### src/rtl/mcycle_md.sv
// Multi-cycle shift-add multiplier / restoring divider with a Start/Busy/Done handshake.
// Optional build macro MCYCLE_EARLY_TERM_EN ends a multiply once no multiplier bits remain.
module mcycle_md #(
  parameter int WIDTH = 32
) (
  input  logic             CLK,
  input  logic             RESET,
  input  logic             Start,
  input  logic [1:0]       MCycleOp,
  input  logic [WIDTH-1:0] Operand1,
  input  logic [WIDTH-1:0] Operand2,
  output logic [WIDTH-1:0] Result1,
  output logic [WIDTH-1:0] Result2,
  output logic             Busy,
  output logic             Done,
  output logic             DivByZero
);

  localparam int CW = $clog2(WIDTH);

  typedef enum logic [1:0] {
    S_IDLE,
    S_RUN,
    S_FINISH
  } state_e;

  state_e             state_q, state_d;
  logic [CW-1:0]      count_q, count_d;
  logic               is_div_q, is_div_d;
  logic               neg_res_q, neg_res_d;
  logic               neg_rem_q, neg_rem_d;
  logic               dbz_q, dbz_d;
  logic [2*WIDTH-1:0] acc_q, acc_d;
  logic [2*WIDTH-1:0] aux_q, aux_d;
  logic [WIDTH-1:0]   mplier_q, mplier_d;
  logic [WIDTH-1:0]   r1_q, r1_d;
  logic [WIDTH-1:0]   r2_q, r2_d;
  logic               dbz_out_q, dbz_out_d;
  logic               done_q, done_d;

  // Operand magnitudes and signs, only meaningful in the acceptance cycle.
  logic             op_signed, a_neg, b_neg;
  logic [WIDTH-1:0] a_mag, b_mag;

  assign op_signed = ~MCycleOp[0];
  assign a_neg     = op_signed & Operand1[WIDTH-1];
  assign b_neg     = op_signed & Operand2[WIDTH-1];
  assign a_mag     = a_neg ? -Operand1 : Operand1;
  assign b_mag     = b_neg ? -Operand2 : Operand2;

  // Restoring-division step: acc holds {remainder, dividend/quotient}, aux[W-1:0] the divisor.
  logic [WIDTH:0]   div_s;
  logic             div_ge;
  logic [WIDTH-1:0] rem_new;

  assign div_s   = {acc_q[2*WIDTH-1:WIDTH], acc_q[WIDTH-1]};
  assign div_ge  = div_s >= {1'b0, aux_q[WIDTH-1:0]};
  assign rem_new = div_ge ? (div_s[WIDTH-1:0] - aux_q[WIDTH-1:0]) : div_s[WIDTH-1:0];

  logic last_iter;
`ifdef MCYCLE_EARLY_TERM_EN
  assign last_iter = (count_q == CW'(WIDTH - 1)) ||
                     (!is_div_q && (mplier_q[WIDTH-1:1] == '0));
`else
  assign last_iter = (count_q == CW'(WIDTH - 1));
`endif

  // Sign-corrected results presented to the output registers in FINISH.
  logic [2*WIDTH-1:0] prod_fix;
  logic [WIDTH-1:0]   quo_fix, rem_fix;

  assign prod_fix = neg_res_q ? -acc_q : acc_q;
  assign quo_fix  = dbz_q ? '1 : (neg_res_q ? -acc_q[WIDTH-1:0] : acc_q[WIDTH-1:0]);
  assign rem_fix  = neg_rem_q ? -acc_q[2*WIDTH-1:WIDTH] : acc_q[2*WIDTH-1:WIDTH];

  always_comb begin
    // NOTE: every _d gets its hold value first so no path through this block infers a latch.
    state_d   = state_q;
    count_d   = count_q;
    is_div_d  = is_div_q;
    neg_res_d = neg_res_q;
    neg_rem_d = neg_rem_q;
    dbz_d     = dbz_q;
    acc_d     = acc_q;
    aux_d     = aux_q;
    mplier_d  = mplier_q;
    r1_d      = r1_q;
    r2_d      = r2_q;
    dbz_out_d = dbz_out_q;
    done_d    = 1'b0;

    unique case (state_q)
      S_IDLE: begin
        if (Start) begin
          state_d   = S_RUN;
          count_d   = '0;
          is_div_d  = MCycleOp[1];
          neg_res_d = a_neg ^ b_neg;
          neg_rem_d = a_neg;
          dbz_d     = MCycleOp[1] && (Operand2 == '0);
          if (MCycleOp[1]) begin
            acc_d    = {{WIDTH{1'b0}}, a_mag};
            aux_d    = {{WIDTH{1'b0}}, b_mag};
            mplier_d = '0;
          end else begin
            acc_d    = '0;
            aux_d    = {{WIDTH{1'b0}}, a_mag};
            mplier_d = b_mag;
          end
        end
      end

      S_RUN: begin
        count_d = count_q + 1'b1;
        if (is_div_q) begin
          acc_d = {rem_new, acc_q[WIDTH-2:0], div_ge};
        end else begin
          acc_d    = acc_q + (mplier_q[0] ? aux_q : '0);
          aux_d    = aux_q << 1;
          mplier_d = mplier_q >> 1;
        end
        if (last_iter) state_d = S_FINISH;
      end

      S_FINISH: begin
        state_d = S_IDLE;
        done_d  = 1'b1;
        if (is_div_q) begin
          r1_d      = quo_fix;
          r2_d      = rem_fix;
          dbz_out_d = dbz_q;
        end else begin
          r1_d      = prod_fix[WIDTH-1:0];
          r2_d      = prod_fix[2*WIDTH-1:WIDTH];
          dbz_out_d = 1'b0;
        end
      end

      default: state_d = S_IDLE;
    endcase
  end

  // NOTE: state updates use <= so every register samples the pre-edge values of the others.
  always_ff @(posedge CLK) begin
    if (RESET) begin
      state_q   <= S_IDLE;
      count_q   <= '0;
      is_div_q  <= 1'b0;
      neg_res_q <= 1'b0;
      neg_rem_q <= 1'b0;
      dbz_q     <= 1'b0;
      acc_q     <= '0;
      aux_q     <= '0;
      mplier_q  <= '0;
      r1_q      <= '0;
      r2_q      <= '0;
      dbz_out_q <= 1'b0;
      done_q    <= 1'b0;
    end else begin
      state_q   <= state_d;
      count_q   <= count_d;
      is_div_q  <= is_div_d;
      neg_res_q <= neg_res_d;
      neg_rem_q <= neg_rem_d;
      dbz_q     <= dbz_d;
      acc_q     <= acc_d;
      aux_q     <= aux_d;
      mplier_q  <= mplier_d;
      r1_q      <= r1_d;
      r2_q      <= r2_d;
      dbz_out_q <= dbz_out_d;
      done_q    <= done_d;
    end
  end

  assign Busy      = (state_q != S_IDLE);
  assign Done      = done_q;
  assign Result1   = r1_q;
  assign Result2   = r2_q;
  assign DivByZero = dbz_out_q;

endmodule

### config.mk
export PLATFORM = sky130hd
export DESIGN_NAME = mcycle_md
export DESIGN_NICKNAME = d
export VERILOG_FILES = /design/src/rtl/mcycle_md.sv
export SDC_FILE = /design/constraint.sdc
export NUM_CORES = 1
export LEC_CHECK = 0
export CORE_MARGIN = 4
export CORE_UTILIZATION = 40
export CTS_BUF_LIST = sky130_fd_sc_hd__clkbuf_2 sky130_fd_sc_hd__clkbuf_4 sky130_fd_sc_hd__clkbuf_8
export DETAILED_ROUTE_END_ITERATION = 6
export PLACE_DENSITY = 0.63
export SLEW_MARGIN = 30
export SYNTH_ARGS = -nofsm -noshare
export SYNTH_HDL_FRONTEND = slang
export SYNTH_SLANG_ARGS = --single-unit
### constraint.sdc
create_clock -name CLK -period 9.25 [get_ports CLK]
set_clock_uncertainty 0.05 [all_clocks]
set_input_delay 2.775 -clock CLK [delete_from_list [all_inputs] [get_ports CLK]]
set_output_delay 2.775 -clock CLK [all_outputs]
set_load 0.005 [all_outputs]
Yosys cells after proc, flatten, opt, wreduce, memory -nomap -nowiden. Index checks and enable logic that the tools add are counted.

Flip-flop bits (word level): 237. Bits of input ports: 69. Output and inout port bits: 67. Logic and storage cells: 70.

Add/subtract/negate cells: 8. Magnitude comparators: 1. Eq/ne operators: 6. Muxes and demuxes: 29. Bitwise logic cells: 4. Reductions and logical operators: 9.

Operators with widths (count): 32-bit two-way mux (13); 64-bit two-way mux (6); 64-bit one-hot mux with 2 select lines (2); 32-bit negation (4); 64-bit adder (1); 64-bit negation (1); 32-bit one-hot mux with 2 select lines (1); 33-bit by 32-bit greater-or-equal comparator with 1-bit output (1); 32-bit zero test (1); 32-bit subtractor (1); 5-bit one-hot mux with 2 select lines (1); 2-bit != test, second input constant (3); 2-bit AND reduction (3); 5-bit by 1-bit adder with 5-bit output, second input constant (1); 5-bit equality test, second input constant (1); 5-bit two-way mux (1); 2-bit two-way mux (2); 2-bit one-hot mux with 2 select lines (1); 2-bit nonzero test (2); 3-bit AND reduction (1); 1-bit AND (2); 2-bit by 1-bit equality test with 1-bit output, second input constant (1); 2-bit equality test, second input constant (1); 2-bit zero test (1); 4 further kinds (5).

Depth between registers and ports, before layout.
Depth after elaboration: 6. Mapped depth: 15. Mapped depth without buffers: 14.

Worst setup path before layout. Ideal clock, no wire load.

Path type: input -> register. From: input port Operand2[15]. To: register mplier_q[28]. Library setup time: 0.128 ns. Data arrival time: 4.660 ns. Data required time: 9.072 ns. Path slack: 4.412 ns. Stages on the path: 9. Path buffers: 0. Cell sequence: or4_4 > nor3_2 > nand2_1 > or4_1 > o21ai_1 > xor2_1 > o211ai_1 > o21ai_1 > nor2_1.

Cells in the longest elaborated chain, start to end: 5.

RTL lines: from (decl) (line 11) `input logic [WIDTH-1:0] Operand2,`; 32-bit negation (line 49) `assign b_mag = b_neg ? -Operand2 : Operand2;`; 32-bit two-way mux (line 49); 32-bit two-way mux (line 101) `if (MCycleOp[1]) begin`; 32-bit two-way mux (line 94) `if (Start) begin`; 32-bit one-hot mux with 2 select lines (line 92) `unique case (state_q)`; to (signal assigned) (line 168) `mplier_q <= mplier_d;`; to (decl) (line 35) `logic [WIDTH-1:0] mplier_q, mplier_d;`.

Every way passes these cells. The select of a mux whose other input is x is not followed. A chain may end at the register's enable or synchronous reset.

Worst setup path in the final report.
From: input port MCycleOp[0]. To: register aux_q[31].

Cells in the longest elaborated chain, start to end: 6. Elaborated cells between the ends (all ways): 8. Classes of those cells: mux (5); bitwise (3).

RTL lines: from (decl) (line 9) `input logic [1:0] MCycleOp,`; 1-bit inverter (*) (line 45) `assign op_signed = ~MCycleOp[0];`; 1-bit AND, on equally long branches (line 46, 47); 32-bit two-way mux, on equally long branches (line 48, 49); 32-bit two-way mux (*) (line 101); 64-bit two-way mux (*) (line 94); 64-bit one-hot mux with 2 select lines (*) (line 92); to (signal assigned) (line 167) `aux_q <= aux_d;`; to (decl) (line 34) `logic [2*WIDTH-1:0] aux_q, aux_d;`.

Mark *: on every way between the ends. The rest lies on a longest branch, timed or not. The select of a mux whose other input is x is not followed.

==> flow_summary.yaml <==
pwr:
  design_power_total_mw: 3.15
  pwr_density_cell_mw_per_mm2: 145
  switching_share_pct: 33.6
  cellInternalPower_mw: 2.09
  p_seq_share_pct: 36.1
  pwr-share-comb_pct: 23.3
  power.net_switching_mw: 1.06
  clock_power_share_pct: 40.6
  p_leak_nw: 8.34
  maximum_ir_drop_on_the_vdd_rail_uv: 81.9
synthesis:
  syn_area_mm2: 0.0190
  post_synth_num_cell_types: 90
  ys_seq_area_share_pct: 25.0
  post_synth.cell_area_avg_um2: 7.38
  synthTopCellsByArea: "dfxtp_1, ha_1, nor2_1"
  synth_top_area_cell: "dfxtp_1"
  synthesis.instances: 2578
  synth_fp_nets: 2750
  yosysTopAreaCellShare_pct: 25.0
  ys_dominant_reg_cell: "dfxtp_1"
  synth_seq_cells: 237
  number_of_synthesized_flops_with_an_enable_pin: 0
  ys_async_sr_fraction_pct: 0
  ys.warnings.count: 0
clock_tree:
  tritoncts: "done"
  cts_hold_repair.buffers: 0
  clock_tree.buffer_depth: 3
  clock-root-buffer: "clkbuf_8"
  clk_latency_ns: 0.65
  post_cts.resized_instances: 0
  cts_inserted_buffers: 45
  cts_sinks: 237
  clkTransAtPathRegs_ns: 0.06
  htree_depth: 2
  post_cts_repair_timing_setup_buffer_count: 0
sta:
  fmaxAchievable_ghz: 0.183
  final_hold_viol_count: 0
  min_period_ns: 5.45
  timing.final.ws_setup_ns: 3.80
  period_share_pct: 59.0
  setup_viol: 0
  timing.slew.headroom_pct: 40.8
  setup_repair_after_global_routing_missed_its_margin: "false"
  finalHoldWorstSlack_ns: 0.398
  timing_max_transition_violations_final: 0
  tightest_slew_ns: 0.881
  setup_tns_ns: 0
min_path:
  min_delay_path_depth: 2
  worst_hold_startpoint: "Result2[31]$_SDFFE_PP0P_"
  timing.hold.worst.class: "reg -> reg"
  worstHoldEndpoint: "Result2[31]$_SDFFE_PP0P_"
route:
  vias_per_cell: 6.15
  routed_wl_mm: 73.4
  detailedRoute.firstPassIterationCount: 6
  detailroute.via_count: 19900
  detailedRoute.firstIterationViolations: 2100
  avgRoutedWirePerCell_um: 22.6
  drc: 0
  drtAntennaViolNets: 0
floorplanning:
  initial_core_util_pct: 40.7
  overall_die_area_mm2: 0.0511
  dieWidth_um: 226
  die_height_um: 226
  num_io_pins: 136
  num_rows: 79
  core_area_mm2: 0.0468
place:
  gp_congestion: 1.02
  dp_cells: 3158
  buffer_ports.inserted: 135
  placedInstanceArea_mm2: 0.0206
  pre_cts_ws_ns: 3.19
  place_hpwl_mm: 54.9
global_routing:
  grt_max_degree: 106
  number_of_antenna_violations_at_the_first_check_in_global_routing: 0
  grt_pass1_wl_mm: 111
  grt_usage_pct: 27.7
  grt_overflow_total: 0
  first_global_vias: 18600
worst_setup_path:
  worst-setup-path-type: "in -> reg"
  setup.worst_path.start_class: "input port"
  worst-endpoint-required_ns: 9.78
  timing.rr.end: "acc_q[63]$_SDFFE_PP0P_"
  timing.reg2reg.worst_path_depth: 13
  critPathCaptureType: "register"
  cp.arrival_ns: 5.99
  setup.reg_to_reg.worst_slack_ns: 4.89
  path_max_fanout: 17
  critical_path.reg2reg.startpoint: "mplier_q[0]$_SDFFE_PP0P_"
layout:
  design.final.nets: 2770
  final_cell_area_mm2: 0.0217
  final_core_util_pct: 46.5
  instances_no_fill: 3240
  drive_above_1_share_pct: 6.27
  area_growth_syn_to_layout_pct: 14.4
  filler_cell_count: 4681
  antenna_cells: 0
job:
  timing.max_cap.violations: 0
status:
  outcome: "finished clean"
## cell families (layout without fill, tap and decap cells)
| group | after synthesis | after routing | synth area share (%) |
|---|---|---|---|
| multiplexers | 26 | 26 | 1.38 |
| AND/OR/NAND/NOR | 905 | 905 | 22.3 |
| AO/OA/AOI/OAI | 846 | 846 | 30.1 |
| flip-flops | 237 | 237 | 25.0 |
| XOR/XNOR | 196 | 196 | 9.03 |
| adder cells (fa/ha/maj) | 103 | 103 | 6.86 |
| buffers and inverters | 265 | 320 | 5.43 |
## Yosys cell counts (7+ instances only)
library cell and number:
nor2_1 315, nand2_1 256, dfxtp_1 237, a21oi_1 221
clkbuf_1 153, o21ai_0 123, a211oi_1 101, ha_1 101
xnor2_1 99, xor2_1 97, and2_1 76, inv_1 74
nor3_1 65, a22oi_1 54, a21o_1 46, nand4_1 40
a221oi_1 32, o211ai_1 32, o21ai_1 32, mux2i_1 25
nand3_1 25, buf_2 23, nor4_1 21, a31oi_1 20
o31ai_1 18, nor2b_1 17, o21a_1 17, o21bai_1 17
a311oi_1 16, or3_1 15, a222oi_1 14, and3_1 14
nand2b_1 13, buf_1 12, o221ai_1 11, o41ai_1 11
or4_1 10, o22ai_1 7
## registers in the layout, summed over array words and instances (netlist names)
signal	flops
count_q	5
aux_q	64
DivByZero	1
Done	1
dbz_q	1
acc_q	64
neg_rem_q	1
state_q	2
mplier_q	32
Result2	32
Result1	32
is_div_q	1
neg_res_q	1
## cell type report
cell class | count | area [µm²] | area share, %
tap | 607 | 759 | 3.49
timing repair buffer | 163 | 1570 | 7.20
inverter | 75 | 282 | 1.29
clock buffer | 72 | 916 | 4.21
clock inverter | 10 | 190 | 0.874
sequential | 237 | 4750 | 21.8
multi-input combinational | 2076 | 13300 | 61.1
## routing by layer
layer / wire, µm / up-vias / track usage (%) / share of wire (%)
li1: - / 9458 / - / -
met4: 3000 / 0 / 10.3 / 4.1
met3: 6670 / 159 / 5.72 / 9.1
met2: 31400 / 907 / 42.2 / 43
met1: 32300 / 9392 / 38.6 / 44
met5: 0 / - / 0 / 0
## worst max-delay path, stage by stage
cell             delay [ns]
clkdlybuf4s50_1        0.61
nand2b_1               0.57
nor2_1                 0.19
o41ai_2                0.64
o21ai_1                0.27
nor3b_1                0.33
and2_1                 0.19
a211oi_1               0.05
a211oi_1               0.19
a21oi_1                0.07
nor2_1                 0.10
## layout by cell type (no fill, tap or decap), types with 65 or more instances in the layout
master,synthesis,layout
ha_1,101,101
nand2_1,256,255
xor2_1,97,97
o21ai_0,123,123
and2_1,76,76
clkdlybuf4s50_1,0,134
nor2_1,315,312
xnor2_1,99,99
dfxtp_1,237,236
inv_1,74,74
a21oi_1,221,220
nor3_1,65,65
a211oi_1,101,101
## power by group through the flow
| stage | sequential, mW | combinational, mW | clock [mW] |
|---|---|---|---|
| after global placement | 1.15 | 0.712 | 0 |
| after global routing | 1.14 | 0.798 | 1.34 |
| final | 1.14 | 0.736 | 1.28 |
| after CTS | 1.13 | 0.722 | 1.30 |
| after floorplan | 1.12 | 0.500 | 0 |
| after detailed placement | 1.15 | 0.719 | 0 |
## how the worst max path moves through the flow
stage | to | start | cells past startpoint | slack (ns)
after floorplan | mplier_q[28]$_SDFFE_PP0P_ | Operand2[15] | 9 | 4.41
after global placement | aux_q[31]$_SDFFE_PP0P_ | MCycleOp[0] | 11 | 3.16
after detailed placement | aux_q[31]$_SDFFE_PP0P_ | MCycleOp[0] | 11 | 3.19
after CTS | aux_q[31]$_SDFFE_PP0P_ | MCycleOp[0] | 11 | 3.91
after global routing | aux_q[31]$_SDFFE_PP0P_ | MCycleOp[0] | 11 | 3.57
final | aux_q[31]$_SDFFE_PP0P_ | MCycleOp[0] | 11 | 3.80
No activity file was read; power rests on OpenSTA's default activity.
